## src/rtl/async_fifo_write_arbiter_pkg.sv

```systemverilog
// Shared definitions for the async FIFO write-side arbiter.
//   DATA_WIDTH  : FIFO data width, taken from the `DATA_WIDTH macro (8 if undefined)
//   arb_state_t : arbiter state encoding
//   req_idx_w() : width of a requester index for a given requester count
`ifndef DATA_WIDTH
`define DATA_WIDTH 8
`endif

package async_fifo_pkg;

   localparam int DATA_WIDTH = `DATA_WIDTH;

   typedef enum logic {
      IDLE  = 1'b0,
      GRANT = 1'b1
   } arb_state_t;

   function automatic int req_idx_w(input int n);
      return (n > 1) ? $clog2(n) : 1;
   endfunction

endpackage

```

## src/rtl/async_fifo_write_arbiter_pick.sv

```systemverilog
// Round-robin priority picker (combinational).
//   i_req   : request vector
//   i_start : index with highest priority; the search wraps modulo NUM_REQ
//   o_found : at least one request is set
//   o_idx   : first set request at or after i_start
module rr_priority_pick
   import async_fifo_pkg::*;
#(
   parameter  int NUM_REQ = 4,
   localparam int IDX_W   = req_idx_w(NUM_REQ)
) (
   input  logic [NUM_REQ-1:0] i_req,
   input  logic [IDX_W-1:0]   i_start,
   output logic               o_found,
   output logic [IDX_W-1:0]   o_idx
);

   logic [IDX_W-1:0] w_cand;

   // The candidate walks start, start+1, ... with an explicit wrap so that
   // non-power-of-two requester counts never index past NUM_REQ-1.
   always_comb begin
      o_found = 1'b0;
      o_idx   = '0;
      w_cand  = i_start;
      for (int k = 0; k < NUM_REQ; k++) begin
         if (!o_found && i_req[w_cand]) begin
            o_found = 1'b1;
            o_idx   = w_cand;
         end
         w_cand = (w_cand == IDX_W'(NUM_REQ - 1)) ? '0 : w_cand + 1'b1;
      end
   end

endmodule

```

## src/rtl/async_fifo_write_arbiter.sv

```systemverilog
// Round-robin arbiter sharing one async FIFO write port among NUM_REQ
// requesters in the write clock domain.
//   write_clk / write_rst : write clock, async active-low reset
//   req_valid / req_data  : per-requester offer (slice i = requester i)
//   req_ready             : accept strobe, one-hot or zero
//   write_en / write_data : FIFO write port; write_full blocks all writes
//   grant_valid / grant_id: current grant holder
//   beat_cnt              : beats accepted in the current grant
//
// state | meaning
// IDLE  | no requester holds the port
// GRANT | grant_id owns the port for up to BURST_MAX beats
module async_fifo_write_arbiter #(
   parameter int NUM_REQ    = 4,
   parameter int DATA_WIDTH = async_fifo_pkg::DATA_WIDTH,
   parameter int BURST_MAX  = 4
) (
   input  logic                            write_clk,
   input  logic                            write_rst,
   input  logic [NUM_REQ-1:0]              req_valid,
   input  logic [NUM_REQ*DATA_WIDTH-1:0]   req_data,
   output logic [NUM_REQ-1:0]              req_ready,
   output logic                            write_en,
   output logic [DATA_WIDTH-1:0]           write_data,
   input  logic                            write_full,
   output logic                            grant_valid,
   output logic [$clog2(NUM_REQ)-1:0]      grant_id,
   output logic [$clog2(BURST_MAX+1)-1:0]  beat_cnt
);

   import async_fifo_pkg::*;

   localparam int IDX_W = req_idx_w(NUM_REQ);
   localparam int BCW   = $clog2(BURST_MAX + 1);
   localparam logic [BCW-1:0] LAST_BEAT = BCW'(BURST_MAX - 1);

   arb_state_t       r_state;
   logic             r_grant_valid;
   logic [IDX_W-1:0] r_grant_id;
   logic [IDX_W-1:0] r_rr_ptr;
   logic [BCW-1:0]   r_beat_cnt;

   logic             w_owner_valid;
   logic             w_accept;
   logic             w_release;
   logic             w_pick_found;
   logic [IDX_W-1:0] w_pick_idx;
   logic [IDX_W-1:0] w_next_ptr;

   assign w_owner_valid = req_valid[r_grant_id];
   assign w_accept      = r_grant_valid & w_owner_valid & ~write_full;
   assign w_release     = (w_accept & (r_beat_cnt == LAST_BEAT)) | ~w_owner_valid;

   // One picker serves both the IDLE decision and the handover. On a burst
   // release rr_ptr already points past the holder, so it naturally ends up
   // with the lowest priority; on an idle release its valid is low.
   rr_priority_pick #(
      .NUM_REQ (NUM_REQ)
   ) u_pick (
      .i_req   (req_valid),
      .i_start (r_rr_ptr),
      .o_found (w_pick_found),
      .o_idx   (w_pick_idx)
   );

   assign w_next_ptr = (w_pick_idx == IDX_W'(NUM_REQ - 1)) ? '0 : w_pick_idx + 1'b1;

   always_comb begin
      req_ready = '0;
      if (r_grant_valid) begin
         req_ready[r_grant_id] = ~write_full;
      end
   end

   assign write_en   = w_accept;
   assign write_data = r_grant_valid ? req_data[r_grant_id*DATA_WIDTH +: DATA_WIDTH] : '0;

   always_ff @(posedge write_clk or negedge write_rst) begin
      if (!write_rst) begin
         r_state       <= IDLE;
         r_grant_valid <= 1'b0;
         r_grant_id    <= '0;
         r_rr_ptr      <= '0;
         r_beat_cnt    <= '0;
      end else begin
         case (r_state)
            IDLE: begin
               if (w_pick_found) begin
                  r_state       <= GRANT;
                  r_grant_valid <= 1'b1;
                  r_grant_id    <= w_pick_idx;
                  r_rr_ptr      <= w_next_ptr;
                  r_beat_cnt    <= '0;
               end
            end
            GRANT: begin
               if (w_release) begin
                  r_beat_cnt <= '0;
                  if (w_pick_found) begin
                     r_grant_id <= w_pick_idx;
                     r_rr_ptr   <= w_next_ptr;
                  end else begin
                     r_state       <= IDLE;
                     r_grant_valid <= 1'b0;
                  end
               end else if (w_accept) begin
                  r_beat_cnt <= r_beat_cnt + 1'b1;
               end
            end
            default: begin
               r_state       <= IDLE;
               r_grant_valid <= 1'b0;
            end
         endcase
      end
   end

   assign grant_valid = r_grant_valid;
   assign grant_id    = r_grant_id;
   assign beat_cnt    = r_beat_cnt;

endmodule

```

## config.mk

```make
export PLATFORM = sky130hd
export DESIGN_NAME = async_fifo_write_arbiter
export DESIGN_NICKNAME = d
export VERILOG_FILES = /design/src/rtl/async_fifo_write_arbiter_pkg.sv /design/src/rtl/async_fifo_write_arbiter_pick.sv /design/src/rtl/async_fifo_write_arbiter.sv
export SDC_FILE = /design/constraint.sdc
export NUM_CORES = 1
export LEC_CHECK = 0
export CAP_MARGIN = 15
export CORE_ASPECT_RATIO = 1.4
export CORE_MARGIN = 2
export CORE_UTILIZATION = 35
export DETAILED_ROUTE_END_ITERATION = 12
export GPL_ROUTABILITY_DRIVEN = 0
export MAX_ROUTING_LAYER = met4
export PLACE_DENSITY = 0.85
export SETUP_SLACK_MARGIN = 0.2
export SLEW_MARGIN = 20
export SYNTH_ARGS = -nofsm -noshare
export SYNTH_HDL_FRONTEND = slang
export SYNTH_SLANG_ARGS = --single-unit
```

## constraint.sdc

```tcl
create_clock -name write_clk -period 2.61 [get_ports write_clk]
set_input_delay 0.3915 -clock write_clk [delete_from_list [all_inputs] [get_ports write_clk]]
set_output_delay 0.3915 -clock write_clk [all_outputs]
set_load 0.01 [all_outputs]
```

==> impl_metrics.toml <==
[status]
status = "finished clean"

[critical_path]
slowest_stage = "mux4_2"
critPathLaunchType = "input port"
timing.critical_path.required_ps = 2220
critPathMaxFanout = 1
critical_path.n_buffers_inverters = 2
setup.worst_path.end_class = "output pin"
timing.critical_path.mode_cell = "clkdlybuf4s50_1"
path_class = "input port to output pin"
critical_path.reg2reg.endpoint = "grant_valid"
path_delay_family = "buffers and inverters"
cp_data_arrival_time_ps = 1930
timing.rr.start = "r_rr_ptr[0]"
timing.critical_path.slowest_cell_delay_ps = 480
flop2flop_setup_slack_ps = 300
reg2regPathDepth = 7
timing.critical_path.cells = "clkdlybuf4s50_1 > mux4_2 > and2_1 > clkdlybuf4s50_1"

[layout]
final_cell_area_mm2 = 0.00180
ff_latch_area_um2 = 226
layout.nets = 221
finish.cell_count_without_fillers = 214
flow.area_growth_from_synthesis_pct = 67.7
multi_input_area_um2 = 790
num-fill-cells = 248
drive_gt1_share_pct = 19.8
antennaDiodeCount = 0

[floorplan]
total_die_area_mm2 = 0.00353
floorplan.initialDensity_pct = 36.9
std_cell_rows = 23
floorplan.die.height_um = 69.5
num_io_pins = 58
die-width_um = 50.8
floorplan.core_area_mm2 = 0.00291

[route]
drt_drc_violations_left = 0
route.vias.total = 1227
first_pass_iters = 4
ant_nets = 0
avgRoutedWirePerCell_um = 16.8
drt-total-wl_um = 3600
vias_per_cell = 5.73
drtIter0Drc = 29

[synth]
synth_top_area_cell = "dfrtp_1"
ys_top_cells_by_area = "dfrtp_1, mux4_2, and2_1"
syn_area_mm2 = 0.00107
mappedNetlistNets = 157
synth-warning-count = 0
number_of_synthesized_flops_with_an_enable_pin = 0
syn_avg_cell_area_um2 = 9.41
ys_async_sr_fraction_pct = 100
synth_top_area_share_pct = 21.0
post_synth_num_cell_types = 46
synthesis.instances = 114
postSynthRegisterBits = 9
ys_seq_area_share_pct = 21.0
synth-main-ff-cell = "dfrtp_1"

[sta]
final_period_minus_worst_setup_slack_ps = 2320
worstMarginPinSlew_ps = 462
worst_clock_skew_ps = 5.36
fmax_mhz = 431
smallest_setup_slack_after_layout_ps = 289
rsz0062_at_grt = "yes"
slew_violations = 0
slew_headroom_pct = 69.1
final.period_utilization_pct = 88.9
hold_violations = 0
setup_viol = 0

[clock_tree]
cts_buffer_depth = 2
cts_tree = "yes"
cts_hold_buf = 0
cts_root_buffer = "clkbuf_8"
cts_num_sinks = 9
clkSlewWorstSetupHoldPaths_ps = 50
cts_htree_levels = 1
clock_latency_ps = 240
numCtsBuffers = 3

[grt]
grt_overflow = 0
overall_routing_resource_usage_pct = 21.3
grt_pass1_wl_um = 5690
grt_max_degree = 16
gr-max-usage-layer = "met2"
met1_usage_pct = 18.7
first_global_vias = 1224
globalRouteMet3Util_pct = 6.03
antenna_found_initial = 0
grt_use_met2_pct = 41.8

[power]
power_leakage_nw = 0.737
ir_drop_uv = 659
power_density_mw_per_mm2 = 874

[placed_design]
port_buffers = 57
place_ws_ps = -14.1
dp_cells = 208
half_perimeter_wire_length_after_detailed_placement_um = 2910
place_area_mm2 = 0.00171

[run]
cap_violations = 0

[worst_hold_path]
hp-class = "input port to async pin"
==> synthesized netlist by cell type, drive strengths merged (2+ instances only) <==
| master | count |
|---|---|
| mux4 | 10 |
| and2 | 9 |
| dfrtp | 9 |
| inv | 9 |
| nand2 | 9 |
| buf | 6 |
| ha | 4 |
| o21ai | 4 |
| a21oi | 3 |
| clkbuf | 3 |
| mux2i | 3 |
| nand3 | 3 |
| nor2 | 3 |
| nor3b | 3 |
| o31ai | 3 |
| a21o | 2 |
| a311oi | 2 |
| and3 | 2 |
| maj3 | 2 |
| nor3 | 2 |
| nor4 | 2 |
| o2111ai | 2 |
| o21bai | 2 |
| or2 | 2 |
==> stage by stage <==
stage / hold WS (ps) / power [mW] / utilization (%) / TNS (ps)
after CTS: 463 / 1.49 / 60.6 / 0
final: 453 / 1.57 / 61.9 / 0
after detailed placement: 511 / 1.30 / 58.7 / -14.1
after global routing: 480 / 1.69 / 61.9 / 0
after global placement: 487 / 1.25 / 58.7 / 0
after floorplan: 95.9 / 0.976 / - / 0
==> layout by cell type, fill, tap and decap left out, types with 2 or more instances in the layout <==
master	n
nand2_1	9
dlygate4sd2_1	3
mux4_2	10
buf_4	10
and3_1	2
inv_1	8
and2_1	9
nor4_1	2
a21oi_1	3
clkbuf_8	3
nor2_1	2
maj3_1	2
dfrtp_1	8
o21ai_0	4
ha_1	2
a21o_1	2
o31ai_1	2
a311oi_1	2
o21bai_1	2
clkdlybuf4s50_1	53
mux2i_1	2
o2111ai_1	2
nor3_1	2
nand3_1	2
nor3b_1	3
==> worst max path at each step <==
stage / start / endpoint / depth (start not counted)
after floorplan: r_rr_ptr[1] / grant_valid / 8
after detailed placement: req_valid[1] / beat_cnt[0] / 9
after global placement: req_valid[1] / write_en / 4
after global routing: r_rr_ptr[0] / beat_cnt[0] / 9
after CTS: req_valid[3] / write_en / 4
final: req_data[28] / write_data[4] / 4
==> metal layers <==
layer / routed length, µm / part of all wire [%]
met1: 1150 / 32
met2: 2040 / 57
met3: 320 / 8.9
met4: 85 / 2.4
met5: 0 / 0
==> power breakdown <==
part | switching [mW] | leakage, nW | total, mW | internal (mW)
Sequential | 0.0701 | 0.111 | 0.255 | 0.185
Clock | 0.0605 | 0.0255 | 0.165 | 0.105
Combinational | 0.541 | 0.600 | 1.15 | 0.611
Total | 0.672 | 0.737 | 1.57 | 0.900
==> area by class of cell <==
class | instances | area share, %
inverter | 9 | 1.88
tap | 37 | 2.57
clock inverter | 1 | 0.278
timing repair buffer | 68 | 36.5
clock buffer | 3 | 2.30
multi-input combinational | 87 | 43.9
sequential | 9 | 12.6
==> what timing repair did <==
item / CTS / global route
gates resized for setup: 5 / 6
setup buffers: 1 / 1
setup endpoints to repair: 3 / 13
cloned: 0 / 0
==> state kept, by name, summed over array words and instances (netlist names) <==
register / flops
beat_cnt: 3
grant_id: 2
grant_valid: 1
r_rr_ptr: 2
r_state: 1
==> cell families after synthesis <==
logic type	after synthesis	share of synthesized area, %
compound gates	28	19.3
flops	9	21.0
buf+inv	18	7.82
simple gates	40	21.6
fa+ha+maj	6	6.53
mux	13	23.8
No activity file was read; power rests on OpenSTA's default activity.
